[config.mk]
export PLATFORM = sky130hd
export DESIGN_NAME = r_type_ctrl_flat
export DESIGN_NICKNAME = d
export VERILOG_FILES = /design/src/rtl/r_type_ctrl_pkg.sv /design/src/rtl/r_type_ctrl_if.sv /design/src/rtl/r_type_decoder.sv /design/src/rtl/r_type_ctrl.sv /design/src/flat_wrapper.sv
export SDC_FILE = /design/constraint.sdc
export NUM_CORES = 1
export LEC_CHECK = 0
export CORE_UTILIZATION = 43
export DETAILED_ROUTE_END_ITERATION = 12
export HOLD_SLACK_MARGIN = 0.08
export PLACE_DENSITY = 0.81
export SYNTH_ARGS = -nofsm -noshare
export SYNTH_HDL_FRONTEND = slang
export SYNTH_SLANG_ARGS = --single-unit
[constraint.sdc]
create_clock -name clk -period 2.5 [get_ports clk]
set_input_delay 0.5 -clock clk [delete_from_list [all_inputs] [get_ports clk]]
set_output_delay 0.5 -clock clk [all_outputs]
set_load 0.02 [all_outputs]
[src/rtl/r_type_ctrl_pkg.sv]
// Shared types and constants for the R-type control sequencer.
package r_type_ctrl_pkg;

  localparam int unsigned XLEN     = 32;
  localparam int unsigned RADDR_W  = 5;
  localparam int unsigned OPCODE_W = 6;
  localparam int unsigned FUNCT_W  = 6;
  localparam int unsigned SHAMT_W  = 5;

  typedef enum logic [2:0] {
    ALU_AND  = 3'b000,
    ALU_OR   = 3'b001,
    ALU_XOR  = 3'b010,
    ALU_XNOR = 3'b011,
    ALU_ADD  = 3'b100,
    ALU_SUB  = 3'b101,
    ALU_SLTU = 3'b110,
    ALU_SLLV = 3'b111
  } alu_op_e;

  localparam logic [FUNCT_W-1:0] FUNCT_AND  = 6'b100100;
  localparam logic [FUNCT_W-1:0] FUNCT_OR   = 6'b100101;
  localparam logic [FUNCT_W-1:0] FUNCT_XOR  = 6'b100110;
  localparam logic [FUNCT_W-1:0] FUNCT_XNOR = 6'b100111;
  localparam logic [FUNCT_W-1:0] FUNCT_ADD  = 6'b100000;
  localparam logic [FUNCT_W-1:0] FUNCT_SUB  = 6'b100010;
  localparam logic [FUNCT_W-1:0] FUNCT_SLTU = 6'b101011;
  localparam logic [FUNCT_W-1:0] FUNCT_SLLV = 6'b000100;

  localparam logic [OPCODE_W-1:0] OPCODE_RTYPE = 6'b000000;

  typedef enum logic [1:0] {
    S_IF = 2'd0,
    S_ID = 2'd1,
    S_EX = 2'd2,
    S_WB = 2'd3
  } state_e;

  // R-type instruction word layout
  typedef struct packed {
    logic [OPCODE_W-1:0] opcode;
    logic [RADDR_W-1:0]  rs;
    logic [RADDR_W-1:0]  rt;
    logic [RADDR_W-1:0]  rd;
    logic [SHAMT_W-1:0]  shamt;
    logic [FUNCT_W-1:0]  funct;
  } rtype_inst_t;

  // Decoder result
  typedef struct packed {
    logic    legal;
    alu_op_e op;
  } dec_t;

endpackage

[src/rtl/r_type_ctrl_if.sv]
// ALU operand/result interface; the sequencer is the master.
interface r_type_ctrl_if
  import r_type_ctrl_pkg::*;
();

  logic [XLEN-1:0] alu_a;
  logic [XLEN-1:0] alu_b;
  alu_op_e         alu_op;
  logic [XLEN-1:0] alu_f;
  logic            alu_zf;
  logic            alu_of;

  modport master (
    output alu_a, alu_b, alu_op,
    input  alu_f, alu_zf, alu_of
  );

  modport slave (
    input  alu_a, alu_b, alu_op,
    output alu_f, alu_zf, alu_of
  );

endinterface

[src/rtl/r_type_decoder.sv]
// Combinational opcode/funct decode into an ALU op code and a legal bit.
module r_type_decoder
  import r_type_ctrl_pkg::*;
(
  input  logic [OPCODE_W-1:0] opcode,
  input  logic [FUNCT_W-1:0]  funct,
  output dec_t                dec_c
);

  // Only opcode 0 with a supported funct is legal; everything else maps to AND
  always_comb begin
    dec_c.legal = 1'b0;
    dec_c.op    = ALU_AND;
    if (opcode == OPCODE_RTYPE) begin
      dec_c.legal = 1'b1;
      case (funct)
        FUNCT_AND:  dec_c.op = ALU_AND;
        FUNCT_OR:   dec_c.op = ALU_OR;
        FUNCT_XOR:  dec_c.op = ALU_XOR;
        FUNCT_XNOR: dec_c.op = ALU_XNOR;
        FUNCT_ADD:  dec_c.op = ALU_ADD;
        FUNCT_SUB:  dec_c.op = ALU_SUB;
        FUNCT_SLTU: dec_c.op = ALU_SLTU;
        FUNCT_SLLV: dec_c.op = ALU_SLLV;
        default: begin
          dec_c.legal = 1'b0;
          dec_c.op    = ALU_AND;
        end
      endcase
    end
  end

endmodule

[src/rtl/r_type_ctrl.sv]
// Multi-cycle IF/ID/EX/WB sequencer for R-type instructions; owns the PC.
module r_type_ctrl
  import r_type_ctrl_pkg::*;
#(
  parameter logic [31:0] PC_RESET = 32'h0000_0000,
  parameter int unsigned PC_STEP  = 4
) (
  input  logic                clk,
  input  logic                rst_n,
  input  logic                run,
  output logic [XLEN-1:0]     inst_addr,
  input  logic                inst_valid,
  input  logic [XLEN-1:0]     inst_data,
  output logic [RADDR_W-1:0]  rf_ra_addr,
  output logic [RADDR_W-1:0]  rf_rb_addr,
  input  logic [XLEN-1:0]     rf_ra_data,
  input  logic [XLEN-1:0]     rf_rb_data,
  output logic                rf_we,
  output logic [RADDR_W-1:0]  rf_w_addr,
  output logic [XLEN-1:0]     rf_w_data,
  r_type_ctrl_if.master       alu,
  output logic                flag_zf,
  output logic                flag_of,
  output logic                illegal,
  output logic                retired
);

  state_e      state_q, state_d;
  rtype_inst_t ir_q;
  logic        legal_q;
  alu_op_e     op_q;
  dec_t        dec_c;
  logic        fetch_c;
  logic        addsub_c;
  logic        unused_fields;

  assign fetch_c       = (state_q == S_IF) && run && inst_valid;
  assign addsub_c      = (op_q == ALU_ADD) || (op_q == ALU_SUB);
  // rs/rt are forwarded to the register file at fetch time; shamt is not used
  assign unused_fields = ^{ir_q.rs, ir_q.rt, ir_q.shamt};

  r_type_decoder u_dec (
    .opcode (ir_q.opcode),
    .funct  (ir_q.funct),
    .dec_c  (dec_c)
  );

  // State register
  always_ff @(posedge clk or negedge rst_n) begin
    if (!rst_n) state_q <= S_IF;
    else        state_q <= state_d;
  end

  // Next-state logic
  always_comb begin
    state_d = state_q;
    case (state_q)
      S_IF:    if (fetch_c) state_d = S_ID;
      S_ID:    state_d = S_EX;
      S_EX:    state_d = S_WB;
      S_WB:    state_d = S_IF;
      default: state_d = S_IF;
    endcase
  end

  // Datapath registers and registered outputs, updated on state transitions
  always_ff @(posedge clk or negedge rst_n) begin
    if (!rst_n) begin
      inst_addr  <= PC_RESET;
      ir_q       <= '0;
      legal_q    <= 1'b0;
      op_q       <= ALU_AND;
      rf_ra_addr <= '0;
      rf_rb_addr <= '0;
      rf_we      <= 1'b0;
      rf_w_addr  <= '0;
      rf_w_data  <= '0;
      alu.alu_a  <= '0;
      alu.alu_b  <= '0;
      alu.alu_op <= ALU_AND;
      flag_zf    <= 1'b0;
      flag_of    <= 1'b0;
      illegal    <= 1'b0;
      retired    <= 1'b0;
    end else begin
      rf_we   <= 1'b0;
      illegal <= 1'b0;
      retired <= 1'b0;
      case (state_q)
        S_IF: begin
          if (fetch_c) begin
            ir_q       <= rtype_inst_t'(inst_data);
            inst_addr  <= inst_addr + XLEN'(PC_STEP);
            rf_ra_addr <= inst_data[25:21];
            rf_rb_addr <= inst_data[20:16];
          end
        end
        S_ID: begin
          alu.alu_a  <= rf_ra_data;
          alu.alu_b  <= rf_rb_data;
          alu.alu_op <= dec_c.op;
          op_q       <= dec_c.op;
          legal_q    <= dec_c.legal;
        end
        S_EX: begin
          alu.alu_op <= ALU_AND;
          rf_w_addr  <= ir_q.rd;
          rf_w_data  <= alu.alu_f;
          if (legal_q) begin
            flag_zf <= alu.alu_zf;
            flag_of <= alu.alu_of;
          end
          // Suppress write for illegal ops, rd=0 and overflowing add/sub
          rf_we   <= legal_q && (ir_q.rd != '0) && !(addsub_c && alu.alu_of);
          illegal <= !legal_q;
          retired <= 1'b1;
        end
        default: ;
      endcase
    end
  end

endmodule

[src/flat_wrapper.sv]
// flat-port wrapper written by rule: the top's interface ports become plain ports
module r_type_ctrl_flat import r_type_ctrl_pkg::*;
#(
  parameter logic [31:0] PC_RESET = 32'h0000_0000,
  parameter int unsigned PC_STEP  = 4
)
  (clk, rst_n, run, inst_addr, inst_valid, inst_data, rf_ra_addr, rf_rb_addr, rf_ra_data, rf_rb_data, rf_we, rf_w_addr, rf_w_data, flag_zf, flag_of, illegal, retired, alu_alu_a, alu_alu_b, alu_alu_op, alu_alu_f, alu_alu_zf, alu_alu_of);
  r_type_ctrl_if alu_i ();
  input  logic clk;
  input  logic rst_n;
  input  logic run;
  output logic [XLEN-1:0] inst_addr;
  input  logic inst_valid;
  input  logic [XLEN-1:0] inst_data;
  output logic [RADDR_W-1:0] rf_ra_addr;
  output logic [RADDR_W-1:0] rf_rb_addr;
  input  logic [XLEN-1:0] rf_ra_data;
  input  logic [XLEN-1:0] rf_rb_data;
  output logic rf_we;
  output logic [RADDR_W-1:0] rf_w_addr;
  output logic [XLEN-1:0] rf_w_data;
  output logic flag_zf;
  output logic flag_of;
  output logic illegal;
  output logic retired;
  output wire logic [$bits(alu_i.alu_a)-1:0] alu_alu_a;
  output wire logic [$bits(alu_i.alu_b)-1:0] alu_alu_b;
  output wire logic [$bits(alu_i.alu_op)-1:0] alu_alu_op;
  input wire logic [$bits(alu_i.alu_f)-1:0] alu_alu_f;
  input wire logic [$bits(alu_i.alu_zf)-1:0] alu_alu_zf;
  input wire logic [$bits(alu_i.alu_of)-1:0] alu_alu_of;
  assign alu_alu_a = alu_i.alu_a;
  assign alu_alu_b = alu_i.alu_b;
  assign alu_alu_op = alu_i.alu_op;
  assign alu_i.alu_f = alu_alu_f;
  assign alu_i.alu_zf = alu_alu_zf;
  assign alu_i.alu_of = alu_alu_of;
  r_type_ctrl #(.PC_RESET(PC_RESET), .PC_STEP(PC_STEP)) u_core (.clk(clk), .rst_n(rst_n), .run(run), .inst_addr(inst_addr), .inst_valid(inst_valid), .inst_data(inst_data), .rf_ra_addr(rf_ra_addr), .rf_rb_addr(rf_rb_addr), .rf_ra_data(rf_ra_data), .rf_rb_data(rf_rb_data), .rf_we(rf_we), .rf_w_addr(rf_w_addr), .rf_w_data(rf_w_data), .alu(alu_i), .flag_zf(flag_zf), .flag_of(flag_of), .illegal(illegal), .retired(retired));
endmodule
==> metrics.cfg, run 1 <==
[critical_path]
worstPathArrival_ns = 2.46
crit_cells = 6
slowest_delay_ns = 0.64
startpoint_type = register
ff2ff_path_depth = 6
worstSetupPathType = register to register
crit_buf_inv = 1
crit_chain = inv_1 -> ha_1 -> nand3_2 -> nor4_4 -> nand4_1 -> xnor2_1
crit_family = simple AND/OR/NAND/NOR gates
worst_path_max_delay_cell = nor4_4
cp.required_ns = 2.80
end_kind = register
critPathMaxFanout = 10

[synthesis]
yosys-top-cells-area = dfrtp_1, mux2_2, nand2_1, xnor2_1, nand4_1
synth.most_common_cell = dfrtp_1
async_reset_ff_share_pct = 100
avgSynthCellArea_sq_um = 13.1
ys_seq_area_share_pct = 63.5
synth_cells = 513
synth-edff-count = 0
ys.flop_type = dfrtp_1
synth_top_area_cell = dfrtp_1
yosysUniqueCellTypes = 36
ys_ff_latch = 171
yosysWarningCount = 0
syn_area_sq_um = 6740
netlist.area_leader.share_pct = 63.5
yosys-top-cells-count = dfrtp_1, mux2_2, nand2_1

[global_routing]
track_usage_pct = 21.6
globalRouteOverflowTotal = 0
grt_max_degree = 58
grt_pass1_wl_mm = 27.0
grt_pass1_vias = 5339
antenna_found_initial = 1

[floorplanning]
start_util_pct = 44.1
rows = 45
dieArea_sq_um = 16200
pin_count = 285
core_sq_um = 15300
die_width_microns = 127
die_height_microns = 127

[routing]
vias = 5014
dr.pass1.iters = 4
wl_mm = 16.8
viasPerCell = 4.91
detail-route-antenna-nets = 0
drt_iter0_markers = 176
drc_errors = 0
wl_per_cell_microns = 16.5

[place]
dpl.cell_count = 988
gp_congestion = 0.798
hpwl_mm = 12.7
io_buffers = 277
placed_area_sq_um = 9820

[timing]
relSlewSlack_pct = 58.7
post-route-period-util_pct = 86.3
fmax_ghz = 0.464
min_period_ns = 2.16
finalHoldViolations = 0
grt_setup_unrepaired = no
finalMaxSlewViolations = 0
setup_tns_ns = 0
worst_slew_pin_slew_ns = 0.614
fin_worst_skew_ns = 0.00727
setup_viol_count_final = 0

[worst_hold_path]
min_path_type = register to register
worstHoldPathCells = 1

[cells_and_area]
nets = 935
area_growth_pct = 54.8
instances_no_fill = 1022
final_area_sq_um = 10400
fillers = 1089
layout-drive-gt1-share_pct = 19.0

[clock_tree]
clkSinkCount = 171
insertion_delay_ns = 0.42
postCtsSetupRepairBufs = 0
cts_tree = yes
root_buffer = clkbuf_16
cts_buffers = 17
cts_resized = 0
clk_pin_slew_ns = 0.06
htreeDepth = 4
clk_path_buf_depth = 2

[run]
drv_cap = 0

[run_status]
outcome = completed

[power_and_ir_drop]
power.total_uw = 13100
powerDensity_nw_per_um2 = 1260
peakVddDrop_mv = 0.788
static-leakage-power_uw = 0.00443

## logic make-up (layout without fill, tap and decap cells)
| family | after synthesis | in the layout | share of synthesized area [%] |
|---|---|---|---|
| flops | 171 | 171 | 63.5 |
| other cells | 1 | 3 | 0.0557 |
| compound gates | 16 | 16 | 1.54 |
| fa+ha+maj | 4 | 4 | 0.743 |
| mux | 103 | 103 | 17.2 |
| simple gates | 154 | 154 | 11.1 |
| buf+inv | 35 | 331 | 2.10 |
| xor+xnor | 29 | 29 | 3.77 |
## through the flow
stage          worst slack [ns]  utilization (%)  hold slack (ns)
6_report                  0.343             68.3            0.467
4_1_cts                   0.318             68.3            0.468
3_5_place_dp              0.171             64.3            0.445
2_1_floorplan             0.720                -            0.204
3_3_place_gp              0.247             64.3            0.436
5_1_grt                   0.185             68.3            0.499
## metal layers
metal	vias to the layer above	track usage (%)	wire length, microns
met5	-	0	0
met4	0	8.96	369
met3	28	5.86	1110
met2	209	39.2	8840
met1	2457	23.9	6520
li1	2320	-	-
## final cells by class
type                       count  area, sq um  share of cell area [%]
sequential                   171         4280                    41.0
multi-input combinational    308         2330                    22.4
antenna                        1         2.50                  0.0240
clock buffer                  19          453                    4.34
inverter                      11         41.3                   0.396
tap                          211          264                    2.53
clock inverter                13          141                    1.36
timing repair buffer         288         2910                    27.9
## final timing paths
| check | start | to | slack (ns) |
|---|---|---|---|
| max reg2reg | u_core.state_q[0] | u_core.inst_addr[25] | 0.34 |
| max | u_core.state_q[0] | u_core.inst_addr[25] | 0.34 |
| min | u_core.op_q[2] | u_core.rf_we | 0.47 |
| min reg2reg | u_core.op_q[2] | u_core.rf_we | 0.47 |
| min in group asynchronous | rst_n | u_core.rf_ra_addr[4] | 0.56 |
| max in group asynchronous | rst_n | u_core.rf_ra_addr[0] | 1.24 |
## cell usage in the layout, fill, tap and decap left out, types with 3 or more instances in the layout
master	count
nor4_1	4
and2_1	3
nand3_1	12
nand4_1	15
a31oi_1	3
nand2_1	94
dfrtp_1	171
inv_6	3
clkdlybuf4s50_1	276
xnor2_1	26
and3_1	4
mux2_2	103
buf_4	6
clkinv_2	3
clkbuf_16	17
clkinvlp_4	3
xor2_1	3
o22ai_1	5
nor2_1	7
inv_1	11
buf_12	4
o21ai_0	3
## power by group
part	leakage (uW)	total, uW	internal [uW]	switching, uW
logic	0.00204	5900	3140	2760
clock network	0.000286	2600	1530	1070
registers	0.00210	4620	3940	680
## flip-flops by register name, summed over array words and instances, names as in the netlist, 2 cells and up
register / count
u_core.rf_ra_addr: 5
u_core.rf_w_data: 32
u_core.ir_q: 17
u_core.alu.alu_b: 32
u_core.rf_w_addr: 5
u_core.alu.alu_a: 32
u_core.rf_rb_addr: 5
u_core.op_q: 2
u_core.state_q: 2
u_core.alu.alu_op: 3
u_core.inst_addr: 30
## timing repair
action | 4_1_cts | 5_1_grt
endpoints found under the hold margin | 39 | 0
hold buffers | 1 | 0
setup endpoints to repair | 0 | 0
(Power assumes the default switching activity.)
==> run 2: changes to the inputs <==
--- a/config.mk
+++ b/config.mk
@@ -6,4 +6,5 @@
 export NUM_CORES = 1
 export LEC_CHECK = 0
+export CORE_MARGIN = 3
 export CORE_UTILIZATION = 43
 export DETAILED_ROUTE_END_ITERATION = 12
==> constraint.sdc (replaced) <==
create_clock -name clk -period 2.5 [get_ports clk]
set_input_delay 0.625 -clock clk [delete_from_list [all_inputs] [get_ports clk]]
set_output_delay 0.625 -clock clk [all_outputs]
set_load 0.02 [all_outputs]
==> run 2 against run 1 <==
Effect of this change: wire length up 5.7%; critical path type is now register to primary output; count of clock-buffer cells in the layout grew 3; critical path depth down 5; highest routed layer unchanged; sequential power is essentially flat; cell count down 0.29%; total power decreased by 0.53%.
==> metrics.cfg, run 2 (same netlist as run 1, synthesis figures left out) <==
[cells_and_area]
fillers = 1094  ; +0.46%
multi_input_area_sq_um = 2320  ; -0.43%
area_growth_pct = 54.1
final_cell_mix = clkdlybuf4s50_1, dfrtp_1, mux2_2, nand2_1, xnor2_1
regArea_sq_um = 4280  ; unchanged
diodes = 0  ; -1
final_core_util_pct = 68.0  ; -0.30 points
nets = 934  ; -0.11%
final_area_sq_um = 10400  ; -0.43%
reg_top3 = u_core.alu.alu_a x32, u_core.alu.alu_b x32, u_core.rf_w_data x32
mostFrequentLayoutCell = clkdlybuf4s50_1
layout-drive-gt1-share_pct = 18.8  ; -0.20 points

[global_routing]
track_usage_pct = 21.0  ; -0.61 points
antenna_found_initial = 0  ; -1
globalRouteOverflowTotal = 0  ; unchanged
grt_max_degree = 69  ; +19%
grt_pass1_wl_mm = 29.0  ; +7.3%
grt_pass1_vias = 5327  ; -0.22%

[timing]
finalMaxSlewViolations = 0  ; unchanged
grt_setup_unrepaired = no
finalHoldViolations = 0  ; unchanged
worst_slew_pin_slew_ns = 0.558  ; -0.0562 ns
fin_worst_skew_ns = 0.00978  ; +0.00251 ns
fmax_ghz = 0.466  ; +0.60%
setup_viol_count_final = 0  ; unchanged
post-route-period-util_pct = 85.8  ; -0.52 points
relSlewSlack_pct = 62.5  ; +3.7 points
min_period_ns = 2.14  ; -0.0129 ns
setup_tns_ns = 0  ; unchanged

[critical_path]
end_kind = primary output
crit_family = buffers and inverters
slowest_delay_ns = 0.65  ; about the same
ff2ff_path_depth = 7  ; +1
crit_chain = clkdlybuf4s50_1
crit_cells = 1  ; -5
critPathMaxFanout = 6  ; -4
worst_path_max_delay_cell = clkdlybuf4s50_1
startpoint_type = register
worstPathArrival_ns = 1.52  ; -0.94 ns
crit_buf_inv = 1  ; unchanged
cp.required_ns = 1.88  ; -0.92 ns
worstSetupPathType = register to primary output

[power_and_ir_drop]
p_int_uw = 8530  ; -0.88%
powerDensity_nw_per_um2 = 1260  ; about the same
switching_power_uw = 4510  ; +0.13%
p_sw_share_pct = 34.6  ; +0.23 points
clockPowerShare_pct = 19.3  ; -0.5 points
peakVddDrop_mv = 0.786  ; -0.27%
power_frac_seq_pct = 35.4  ; +0.2 points
static-leakage-power_uw = 0.00442  ; -0.19%
comb_power_share_pct = 45.4  ; +0.4 points

[place]
gp_congestion = 0.835  ; +4.6%
hpwl_mm = 13.2  ; +4.4%
placed_area_sq_um = 9810  ; -0.10%
io_buffers = 277  ; unchanged

[routing]
drt_iter0_markers = 206  ; +17%
wl_met3_mm = 1.34  ; +21%
wl_per_cell_microns = 17.5  ; +6.0%
vias = 5093  ; +1.6%
detail-route-antenna-nets = 0  ; unchanged
dr.pass1.iters = 4  ; unchanged
drc_errors = 0  ; unchanged
highest_layer = met4
routedLengthMet1_mm = 6.94  ; +6.4%
wl_mm = 17.8  ; +5.7%
wl_met2_mm = 8.99  ; +1.6%
viasPerCell = 5.00  ; +1.9%

[clock_tree]
ctsHoldBuffers = 0  ; -1
clk_path_buf_depth = 2  ; unchanged
postCtsSetupRepairBufs = 0  ; unchanged
clkSinkCount = 171  ; unchanged
cts_resized = 0  ; unchanged
clk_pin_slew_ns = 0.06  ; about the same
root_buffer = clkbuf_16
htreeDepth = 4  ; unchanged
cts_tree = yes
cts_buffers = 17  ; unchanged
insertion_delay_ns = 0.41  ; about the same

[floorplanning]
die_width_microns = 131  ; +3.1%
dieArea_sq_um = 17200  ; +6.4%
pin_count = 285  ; unchanged
start_util_pct = 44.1  ; unchanged
core_sq_um = 15300  ; unchanged
rows = 45  ; unchanged
die_height_microns = 131  ; +3.1%

[run]
drv_cap = 0  ; unchanged

[run_status]
outcome = completed

[worst_hold_path]
min_path_type = input pin to asynchronous set/reset pin

## run 2: changes by cell type in the layout (fill, tap and decap cells not counted)
cell           change
clkinvlp_4         -2
clkbuf_1           +1
inv_6              -2
bufinv_16          -1
ha_4               -1
diode_2            -1
ha_2               +1
clkinv_4           +1
clkbuf_8           +2
dlygate4sd3_1      -1
## run 2: layout make-up
| class | count | area share (%) |
|---|---|---|
| tap | 211 | 2.54 |
| clock inverter | 9 | 0.844 |
| inverter | 11 | 0.398 |
| multi-input combinational | 308 | 22.4 |
| clock buffer | 22 | 4.66 |
| sequential | 171 | 41.2 |
| timing repair buffer | 287 | 27.9 |
## run 2: through the flow
step	hold WS (ns)	instances	worst slack [ns]	power, uW
after global placement	0.445	988	0.253	10400
after detailed placement	0.454	988	0.182	10600
after global routing	0.196	1019	0.284	13700
after floorplan	0.329	514	0.720	7710
after CTS	0.180	1019	0.328	13200
final	0.170	1019	0.355	13000
## run 2: per-layer routing
| metal | up-vias | track usage, % |
|---|---|---|
| met5 | - | 0 |
| met4 | 0 | 8.28 |
| met3 | 37 | 7.50 |
| met2 | 219 | 35.6 |
| met1 | 2508 | 24.4 |
| li1 | 2329 | - |
## run 2: worst reg2reg max path: cells and delay by family, from the launching register on
family	cells	cell delay, ns
xor+xnor	1	0.18
fa+ha+maj	1	0.28
buf+inv	2	0.34
flops	1	0.38
simple gates	3	0.71
## run 2: final timing paths
kind,start,endpoint,slack [ns]
min,rst_n,u_core.alu.alu_a[20],0.17
min in group clk,u_core.legal_q,u_core.illegal,0.45
min reg2reg,u_core.legal_q,u_core.illegal,0.45
max,u_core.inst_addr[6],inst_addr[6],0.36
max in group asynchronous,rst_n,u_core.alu.alu_b[6],1.63
max reg2reg,u_core.state_q[0],u_core.inst_addr[24],0.51
## run 2: power groups by stage
| stage | registers (uW) | clock network (uW) | logic [uW] |
|---|---|---|---|
| final | 4610 | 2510 | 5920 |
| after global routing | 4760 | 2690 | 6270 |
| after CTS | 4620 | 2570 | 5980 |
| after detailed placement | 4660 | 0 | 5950 |
| after global placement | 4560 | 0 | 5830 |
| after floorplan | 5780 | 0 | 1920 |
==> run 3: changes to the inputs <==
- REMOVE_ABC_BUFFERS: unset -> 1
==> run 3 against run 2 <==
Effect of this change: via count shrank 1.8%; first-iteration DRC count grew 13%; core utilization is essentially flat; worst setup slack lost 0.025 ns; wire length grew 3.8%; sequential share of layout area is essentially flat; critical endpoint unchanged; highest routed layer unchanged.
==> metrics.cfg, run 3 (same netlist as run 1, synthesis figures left out) <==
[run]
drv_cap = 0  ; unchanged

[global_routing]
grt_pass1_wl_mm = 29.4  ; +1.4%
antenna_found_initial = 0  ; unchanged
grt_pass1_vias = 5256  ; -1.3%
track_usage_pct = 21.7  ; +0.68 points
grt_max_degree = 69  ; unchanged
globalRouteOverflowTotal = 0  ; unchanged

[critical_path]
crit_buf_inv = 1  ; unchanged
crit_family = buffers and inverters
end_kind = primary output
worst_path_max_delay_cell = clkdlybuf4s50_1
crit_cells = 1  ; unchanged
cp.required_ns = 1.88  ; about the same
startpoint_type = register
r2r-end = u_core.inst_addr[9]
worstSetupPathType = register to primary output
slowest_delay_ns = 0.66  ; about the same
r2r_start = u_core.state_q[0]
regToRegSetupSlack_ns = 0.54  ; +0.03 ns
crit_chain = clkdlybuf4s50_1
worstPathArrival_ns = 1.54  ; +0.02 ns
critPathMaxFanout = 6  ; unchanged
ff2ff_path_depth = 7  ; unchanged

[cells_and_area]
mostFrequentLayoutCell = clkdlybuf4s50_1
final_core_util_pct = 68.1  ; about the same
diodes = 0  ; unchanged
reg_top3 = u_core.alu.alu_a x32, u_core.alu.alu_b x32, u_core.rf_w_data x32
layout-drive-gt1-share_pct = 19.1  ; +0.28 points
nets = 937  ; +0.32%
final_cell_mix = clkdlybuf4s50_1, dfrtp_1, mux2_2, nand2_1, xnor2_1
area_growth_pct = 54.2  ; about the same

[clock_tree]
ctsHoldBuffers = 0  ; unchanged
clkSinkCount = 171  ; unchanged
cts_tree = yes
cts_resized = 0  ; unchanged
cts_buffers = 17  ; unchanged
clk_path_buf_depth = 2  ; unchanged
root_buffer = clkbuf_16
htreeDepth = 4  ; unchanged
postCtsSetupRepairBufs = 0  ; unchanged
insertion_delay_ns = 0.41  ; about the same
clk_pin_slew_ns = 0.06  ; about the same

[place]
io_buffers = 277  ; unchanged
hpwl_mm = 14.0  ; +6.0%
gp_congestion = 0.805  ; -3.6%

[floorplanning]
dieArea_sq_um = 17200  ; unchanged
start_util_pct = 44.1  ; unchanged
core_sq_um = 15300  ; unchanged
die_height_microns = 131  ; unchanged
die_width_microns = 131  ; unchanged
pin_count = 285  ; unchanged
rows = 45  ; unchanged

[routing]
wl_per_cell_microns = 18.1  ; +3.4%
drc_errors = 0  ; unchanged
wl_met3_mm = 1.10  ; -18%
detail-route-antenna-nets = 0  ; unchanged
wl_mm = 18.5  ; +3.8%
drt_iter0_markers = 233  ; +13%
vias = 5001  ; -1.8%
wl_met2_mm = 9.64  ; +7.2%
routedLengthMet1_mm = 7.48  ; +7.8%
highest_layer = met4
viasPerCell = 4.89  ; -2.2%
dr.pass1.iters = 5  ; +1

[timing]
fin_worst_skew_ns = 0.00720  ; -0.00259 ns
finalMaxSlewViolations = 0  ; unchanged
finalHoldViolations = 0  ; unchanged
fmax_ghz = 0.461  ; -1.1%
grt_setup_unrepaired = no
setup_viol_count_final = 0  ; unchanged
worst_slew_pin_slew_ns = 0.567  ; +0.00906 ns
post-route-period-util_pct = 86.8  ; +0.99 points
min_period_ns = 2.17  ; +0.0248 ns
relSlewSlack_pct = 62.2  ; -0.26 points
setup_tns_ns = 0  ; unchanged

[power_and_ir_drop]
peakVddDrop_mv = 0.648  ; -18%
static-leakage-power_uw = 0.00443  ; +0.22%
powerDensity_nw_per_um2 = 1250  ; -0.14%

[worst_hold_path]
min_path_type = input pin to asynchronous set/reset pin

[run_status]
outcome = completed

## run 3: cell types whose count changed in the layout (fill, tap and decap cells not counted), sizes merged
| cell | change |
|---|---|
| buf | +3 |
| clkbuf | -1 |
| clkinv | +2 |
## run 3: final cells by class
class,instances,area (sq um)
Clock buffer,21,460
Clock inverter,11,93.8
Fill cell,1108,4870
Inverter,11,41.3
Multi-Input combinational cell,308,2320
Sequential cell,171,4280
Tap cell,211,264
Timing Repair Buffer,290,2920
## run 3: how the worst max path moves through the flow
stage	startpoint	slack (ns)	to
floorplan	u_core.state_q[1]	-0.11	u_core.alu.alu_a[0]
global route	u_core.inst_addr[6]	0.27	inst_addr[6]
global placement	inst_valid	0.24	u_core.inst_addr[31]
finish	u_core.inst_addr[6]	0.33	inst_addr[6]
CTS	u_core.inst_addr[6]	0.31	inst_addr[6]
detailed placement	run	0.16	u_core.inst_addr[24]
## run 3: power breakdown
group	total, uW	switching [uW]	internal, uW
registers	4600	664	3940
clock network	2460	1040	1420
logic	5970	2850	3120
total	13000	4550	8480
## run 3: per-layer routing
| metal | vias up | track usage [%] |
|---|---|---|
| met4 | 0 | 6.53 |
| met3 | 15 | 6.51 |
| met2 | 171 | 37.8 |
| li1 | 2322 | - |
| met5 | - | 0 |
| met1 | 2493 | 26.0 |
## run 3: stage by stage
step,cell area (sq um),setup WS [ns],instances,hold slack [ns],power [uW]
after floorplan,6640,-0.114,490,0.329,7690
after global placement,9830,0.240,991,0.442,10400
after detailed placement,9830,0.161,991,0.454,10700
after CTS,10400,0.312,1023,0.196,13200
after global routing,10400,0.267,1023,0.203,13700
final,10400,0.331,1023,0.181,13000
